$ cat config.mk
export PLATFORM = sky130hd
export DESIGN_NAME = pcie_os_detect
export DESIGN_NICKNAME = d
export VERILOG_FILES = /design/src/rtl/pcie_os_detect.sv
export SDC_FILE = /design/constraint.sdc
export NUM_CORES = 1
export LEC_CHECK = 0
export BUFFER_PORTS_ARGS = -buffer_cell sky130_fd_sc_hd__buf_4
export CAP_MARGIN = 20
export CORE_MARGIN = 2
export CORE_UTILIZATION = 35
export DETAILED_ROUTE_END_ITERATION = 8
export PLACE_DENSITY = 0.53
export RECOVER_POWER = 25
export SETUP_SLACK_MARGIN = 0.05
export SYNTH_ARGS = -nofsm -noshare
export SYNTH_HDL_FRONTEND = slang
export SYNTH_SLANG_ARGS = --single-unit
$ cat constraint.sdc
create_clock -name clk -period 3.8 [get_ports clk]
set_input_delay 0.19 -clock clk [delete_from_list [all_inputs] [get_ports clk]]
set_output_delay 0.19 -clock clk [all_outputs]
set_load 0.005 [all_outputs]
$ cat src/rtl/pcie_os_detect.sv
// Multi-lane receive ordered-set detector for the 8b/10b PCIe physical layer.
// Each lane tracks COM-led K-symbol runs and reports SKP/EIOS/FTS completion and malformed sets.

module pcie_os_detect #(
    parameter int unsigned LANES     = 4,
    parameter int unsigned FTS_CNT_W = 8
) (
    input  logic                   clk,
    input  logic                   rst_n,
    input  logic                   sym_valid,
    input  logic [8*LANES-1:0]     sym_data,
    input  logic [LANES-1:0]       sym_k,
    input  logic                   fts_clr,
    output logic [LANES-1:0]       skp_det,
    output logic [LANES-1:0]       eios_det,
    output logic [LANES-1:0]       fts_det,
    output logic [LANES-1:0]       os_err,
    output logic                   all_eios,
    output logic [FTS_CNT_W-1:0]   fts_count
);

    localparam logic [7:0] K_COM = 8'hBC;
    localparam logic [7:0] K_SKP = 8'h1C;
    localparam logic [7:0] K_FTS = 8'h3C;
    localparam logic [7:0] K_IDL = 8'h7C;

    typedef enum logic [2:0] {
        StIdle,
        StComSeen,
        StSkpRun,
        StIdlRun,
        StFtsRun
    } state_e;

    state_e                 state_q [LANES];
    state_e                 state_d [LANES];
    logic [2:0]             cnt_q   [LANES];
    logic [2:0]             cnt_d   [LANES];
    logic [7:0]             lane_sym [LANES];

    logic [LANES-1:0]       skp_det_d, skp_det_q;
    logic [LANES-1:0]       eios_det_d, eios_det_q;
    logic [LANES-1:0]       fts_det_d, fts_det_q;
    logic [LANES-1:0]       os_err_d, os_err_q;
    logic [LANES-1:0]       eios_seen_d, eios_seen_q;
    logic [LANES-1:0]       eios_union;
    logic                   all_eios_d, all_eios_q;
    logic [FTS_CNT_W-1:0]   fts_count_d, fts_count_q;

    // A symbol that ends or breaks a run is treated as if it arrived in IDLE.
    function automatic state_e from_idle(input logic k, input logic [7:0] s);
        return (k && s == K_COM) ? StComSeen : StIdle;
    endfunction

    always_comb begin
        for (int i = 0; i < LANES; i++) begin
            lane_sym[i] = sym_data[8*i +: 8];
        end
    end

    always_comb begin
        skp_det_d  = '0;
        eios_det_d = '0;
        fts_det_d  = '0;
        os_err_d   = '0;
        for (int i = 0; i < LANES; i++) begin
            state_d[i] = state_q[i];
            cnt_d[i]   = cnt_q[i];
            if (sym_valid) begin
                case (state_q[i])
                    StIdle: begin
                        state_d[i] = from_idle(sym_k[i], lane_sym[i]);
                    end
                    StComSeen: begin
                        if (!sym_k[i]) begin
                            state_d[i] = StIdle;
                        end else if (lane_sym[i] == K_COM) begin
                            state_d[i] = StComSeen;
                        end else if (lane_sym[i] == K_SKP) begin
                            state_d[i] = StSkpRun;
                            cnt_d[i]   = 3'd1;
                        end else if (lane_sym[i] == K_IDL) begin
                            state_d[i] = StIdlRun;
                            cnt_d[i]   = 3'd1;
                        end else if (lane_sym[i] == K_FTS) begin
                            state_d[i] = StFtsRun;
                            cnt_d[i]   = 3'd1;
                        end else begin
                            os_err_d[i] = 1'b1;
                            state_d[i]  = StIdle;
                        end
                    end
                    StSkpRun: begin
                        if (sym_k[i] && lane_sym[i] == K_SKP) begin
                            if (cnt_q[i] == 3'd5) begin
                                os_err_d[i] = 1'b1;
                                state_d[i]  = StIdle;
                            end else begin
                                cnt_d[i] = cnt_q[i] + 3'd1;
                            end
                        end else begin
                            skp_det_d[i] = 1'b1;
                            state_d[i]   = from_idle(sym_k[i], lane_sym[i]);
                        end
                    end
                    StIdlRun: begin
                        if (sym_k[i] && lane_sym[i] == K_IDL) begin
                            if (cnt_q[i] == 3'd2) begin
                                eios_det_d[i] = 1'b1;
                                state_d[i]    = StIdle;
                            end else begin
                                cnt_d[i] = cnt_q[i] + 3'd1;
                            end
                        end else begin
                            os_err_d[i] = 1'b1;
                            state_d[i]  = from_idle(sym_k[i], lane_sym[i]);
                        end
                    end
                    StFtsRun: begin
                        if (sym_k[i] && lane_sym[i] == K_FTS) begin
                            if (cnt_q[i] == 3'd2) begin
                                fts_det_d[i] = 1'b1;
                                state_d[i]   = StIdle;
                            end else begin
                                cnt_d[i] = cnt_q[i] + 3'd1;
                            end
                        end else begin
                            os_err_d[i] = 1'b1;
                            state_d[i]  = from_idle(sym_k[i], lane_sym[i]);
                        end
                    end
                    default: begin
                        state_d[i] = StIdle;
                    end
                endcase
            end
        end
    end

    // Lanes completing on this edge count toward the link-wide EIOS event immediately.
    always_comb begin
        eios_union  = eios_seen_q | eios_det_d;
        all_eios_d  = &eios_union;
        eios_seen_d = all_eios_d ? '0 : eios_union;
    end

    always_comb begin
        fts_count_d = fts_count_q;
        if (fts_clr) begin
            fts_count_d = '0;
        end else if (fts_det_d[0] && !(&fts_count_q)) begin
            fts_count_d = fts_count_q + {{(FTS_CNT_W-1){1'b0}}, 1'b1};
        end
    end

    always_ff @(posedge clk or negedge rst_n) begin
        if (!rst_n) begin
            for (int i = 0; i < LANES; i++) begin
                state_q[i] <= StIdle;
                cnt_q[i]   <= '0;
            end
            skp_det_q   <= '0;
            eios_det_q  <= '0;
            fts_det_q   <= '0;
            os_err_q    <= '0;
            eios_seen_q <= '0;
            all_eios_q  <= 1'b0;
            fts_count_q <= '0;
        end else begin
            for (int i = 0; i < LANES; i++) begin
                state_q[i] <= state_d[i];
                cnt_q[i]   <= cnt_d[i];
            end
            skp_det_q   <= skp_det_d;
            eios_det_q  <= eios_det_d;
            fts_det_q   <= fts_det_d;
            os_err_q    <= os_err_d;
            eios_seen_q <= eios_seen_d;
            all_eios_q  <= all_eios_d;
            fts_count_q <= fts_count_d;
        end
    end

    assign skp_det   = skp_det_q;
    assign eios_det  = eios_det_q;
    assign fts_det   = fts_det_q;
    assign os_err    = os_err_q;
    assign all_eios  = all_eios_q;
    assign fts_count = fts_count_q;

endmodule

==> results by group <==
Finish
  • Most frequent cells in the layout: dfrtp_1, buf_4, nor2_1, nand2_1, inv_1
  • Fin util: 42.0%
  • Nets: 526
  • Fraction of layout cells with a size suffix above 1: 19.6%
  • Ant. Diodes: 0
  • Area grow syn2layout: 18.0%
  • Final Non-Filler Cells: 610
  • Most common cell after layout, fill and taps aside: dfrtp_1
  • Fin area: 4280 um2

Routing
  • Post-route ant nets: 0
  • Drt initial violations: 163
  • Drt pass-1 iters: 4
  • WL final: 8.59 mm
  • Detailed-route via count: 3301
  • Residual DRC: 0
  • Average routed wire per standard cell: 14.1 um
  • Drt via density: 5.41

Setup path
  • R2R setup slack: 1780 ps
  • CP startpoint kind: flip-flop
  • WP data arrival: 2230 ps
  • Reg2reg end: fts_count[5]
  • Worst r2r path cells: 8
  • Critical R2R Launch: cnt_q[9]
  • Setup crit end kind: flip-flop
  • CP Class: reg2reg
  • CP required: 4010 ps
  • CP max FO: 5

Global route
  • First-pass GRT wire length: 14.3 mm
  • Total congestion overflow: 0
  • Largest net degree at the start of global routing: 54
  • GRT Overall Usage: 15.5%
  • Initial antenna violation count: 0
  • Vias in the first global route: 3110

Synth
  • Simple-gate share of the synthesized area: 28.0%
  • Syn Area/Cell: 8.60 um2
  • Synth unique cells: 71
  • Synth Area in Adders: 5.04%
  • Synth Cell Area: 3630 um2
  • Largest family of logic cells by synthesized area: simple AND/OR/NAND/NOR gates
  • Top post-synthesis cells by area: dfrtp_1, ha_1, nor2_1, nand2_1, a21oi_1
  • Yosys top cell by area: dfrtp_1
  • Asr flop ratio synth: 100%
  • Post-synthesis sequential area ratio: 36.6%
  • Share of the synthesized area in the top cell type: 36.6%
  • Post-Syn Nets: 475
  • Synth Area in XOR/XNOR: 2.66%
  • Mux contribution to synthesized area: 0.552%
  • Cells after Synth: 422
  • Top FF cell, synth: dfrtp_1
  • FF+latch count, synth: 53
  • Post-synthesis compound-gate area fraction: 21.6%
  • YS warnings: 0
  • Post-synth EDFFs: 0

Floorplanning
  • Core Box Area: 10200 um2
  • Die Y: 106 um
  • Ports: 65
  • Die ar.: 11200 um2
  • Row Count: 37
  • Die width: 106 um
  • Initial Utilization: 35.6%

Clock network
  • CTS sink count: 53
  • Clock Latency Late Sink: 310 ps
  • Cts repair resizes: 0
  • Clock transition at path regs: 100 ps
  • Root buffer cell: clkbuf_8
  • H-tree depth: 2
  • CTS tree: yes
  • Clk buf depth: 2
  • CTS Buf Count: 5

Pwr
  • Tot Pwr: 1.01 mW
  • PwrDens: 235 nW/um2
  • Pleak: 1.82 nW
  • Worst vdd ir: 0.000166 V

Timing
  • Slew Limit Fails: 0
  • Fin crit share: 53.2%
  • Final Critical Period: 2020 ps
  • Slew headroom: 8.50%
  • Fmax: 495 MHz
  • Final setup violation count: 0
  • Clock Skews: 6.63 ps
  • Hold_ws: 89.0 ps
  • RSZ-0062 raised after global routing: false
  • TNS Setup: 0 ps
  • Hold Fails Final Rpt: 0
  • Worst-Margin Slew: 1370 ps
  • Final setup margin: 1780 ps

Place
  • Cells after DPL: 601
  • I/O Buffers: 64
  • Placement-stage cell area: 4180 um2
  • Detail Placement HPWL: 6.36 mm
  • Routability cong.: 0.873
  • Setup slack after placement: 1760 ps

Outcome
  • Status: finished, final reports clean

Min path
  • Hold Path Sink: fts_count[0]
  • Tightest Hold Check Type: in2reg
  • Worst hold path depth: 2
  • Hold path start: fts_clr

Job
  • Max-cap violation count: 0
## power breakdown
part           internal [mW]  switching, mW  total [mW]
registers              0.568        0.00457       0.572
logic                 0.0493         0.0639       0.113
clock network          0.130          0.191       0.321
total                  0.747          0.260        1.01
## how the worst max path moves through the flow
stage          slack (ps)            to  cells after the start     start
2_1_floorplan        2000  fts_count[7]                      8  cnt_q[9]
3_3_place_gp         1760  fts_count[5]                      8  cnt_q[9]
3_5_place_dp         1760  fts_count[5]                      8  cnt_q[9]
4_1_cts              1730  fts_count[5]                      8  cnt_q[9]
5_1_grt              1560  fts_count[7]                      8  cnt_q[9]
6_report             1780  fts_count[5]                      8  cnt_q[9]
## routing by layer
metal / global-route usage [%] / vias up / wire [um]
met5: 0 / - / 0
met4: 3.85 / 0 / 91
met3: 3.09 / 9 / 379
met2: 26.6 / 80 / 4120
met1: 20.0 / 1567 / 4010
li1: - / 1645 / -
## logic make-up (layout without fill, tap and decap cells)
logic type               Yosys count  in the layout
AND/OR/NAND/NOR                  183            183
AO/OA/AOI/OAI                    108            108
flip-flops                        53             53
buffers and inverters             50            102
adder cells (fa/ha/maj)           15             15
XOR/XNOR                          11             11
multiplexers                       2              2
## cells in the mapped netlist, drive strengths merged (2+ instances only)
library cell / count
dfrtp: 53
a21oi: 23
a31oi: 8
buf: 8
a2111oi: 3
o211ai: 4
and2: 4
and4bb: 4
nand2: 34
o21ai: 22
and3: 10
o31ai: 9
a211oi: 5
nor2: 40
clkbuf: 13
xnor2: 6
or3b: 4
o32ai: 3
nor3: 15
ha: 13
maj3: 2
xor2: 5
nor4b: 2
nor3b: 3
inv: 29
nand3b: 3
nand3: 23
nand2b: 5
a41o: 2
nor2b: 12
o22ai: 6
mux2i: 2
and4b: 4
or3: 4
o41ai: 6
o21bai: 2
nor4: 2
nand4: 10
## registers in the layout, indices dropped and copies added (netlist names)
register     cells
state_q         12
os_err           4
skp_det          4
fts_det          4
all_eios         1
eios_det         4
eios_seen_q      4
cnt_q           12
fts_count        8
## critical path, stage by stage (launching register included)
cell	delay [ps]
dfrtp_1	410
inv_1	90
ha_1	140
nor2b_1	320
nand3_1	230
a2111oi_4	390
nand3_1	140
xor2_1	150
nor2_1	50
## what timing repair did
item,in CTS,in global routing
buffers inserted,0,0
endpoints found under the hold margin,53,0
endpoints found under the setup margin,0,0
hold buffers,1,0
## cell type report
class                           instances  area [um2]
Timing Repair Buffer                   65         488
Clock buffer                            6        72.6
Clock inverter                          2        15.0
Fill cell                            1070        5910
Multi-Input combinational cell        319        2100
Inverter                               29         109
Sequential cell                        53        1330
Tap cell                              136         170
Power figures use the tool's default switching activity.
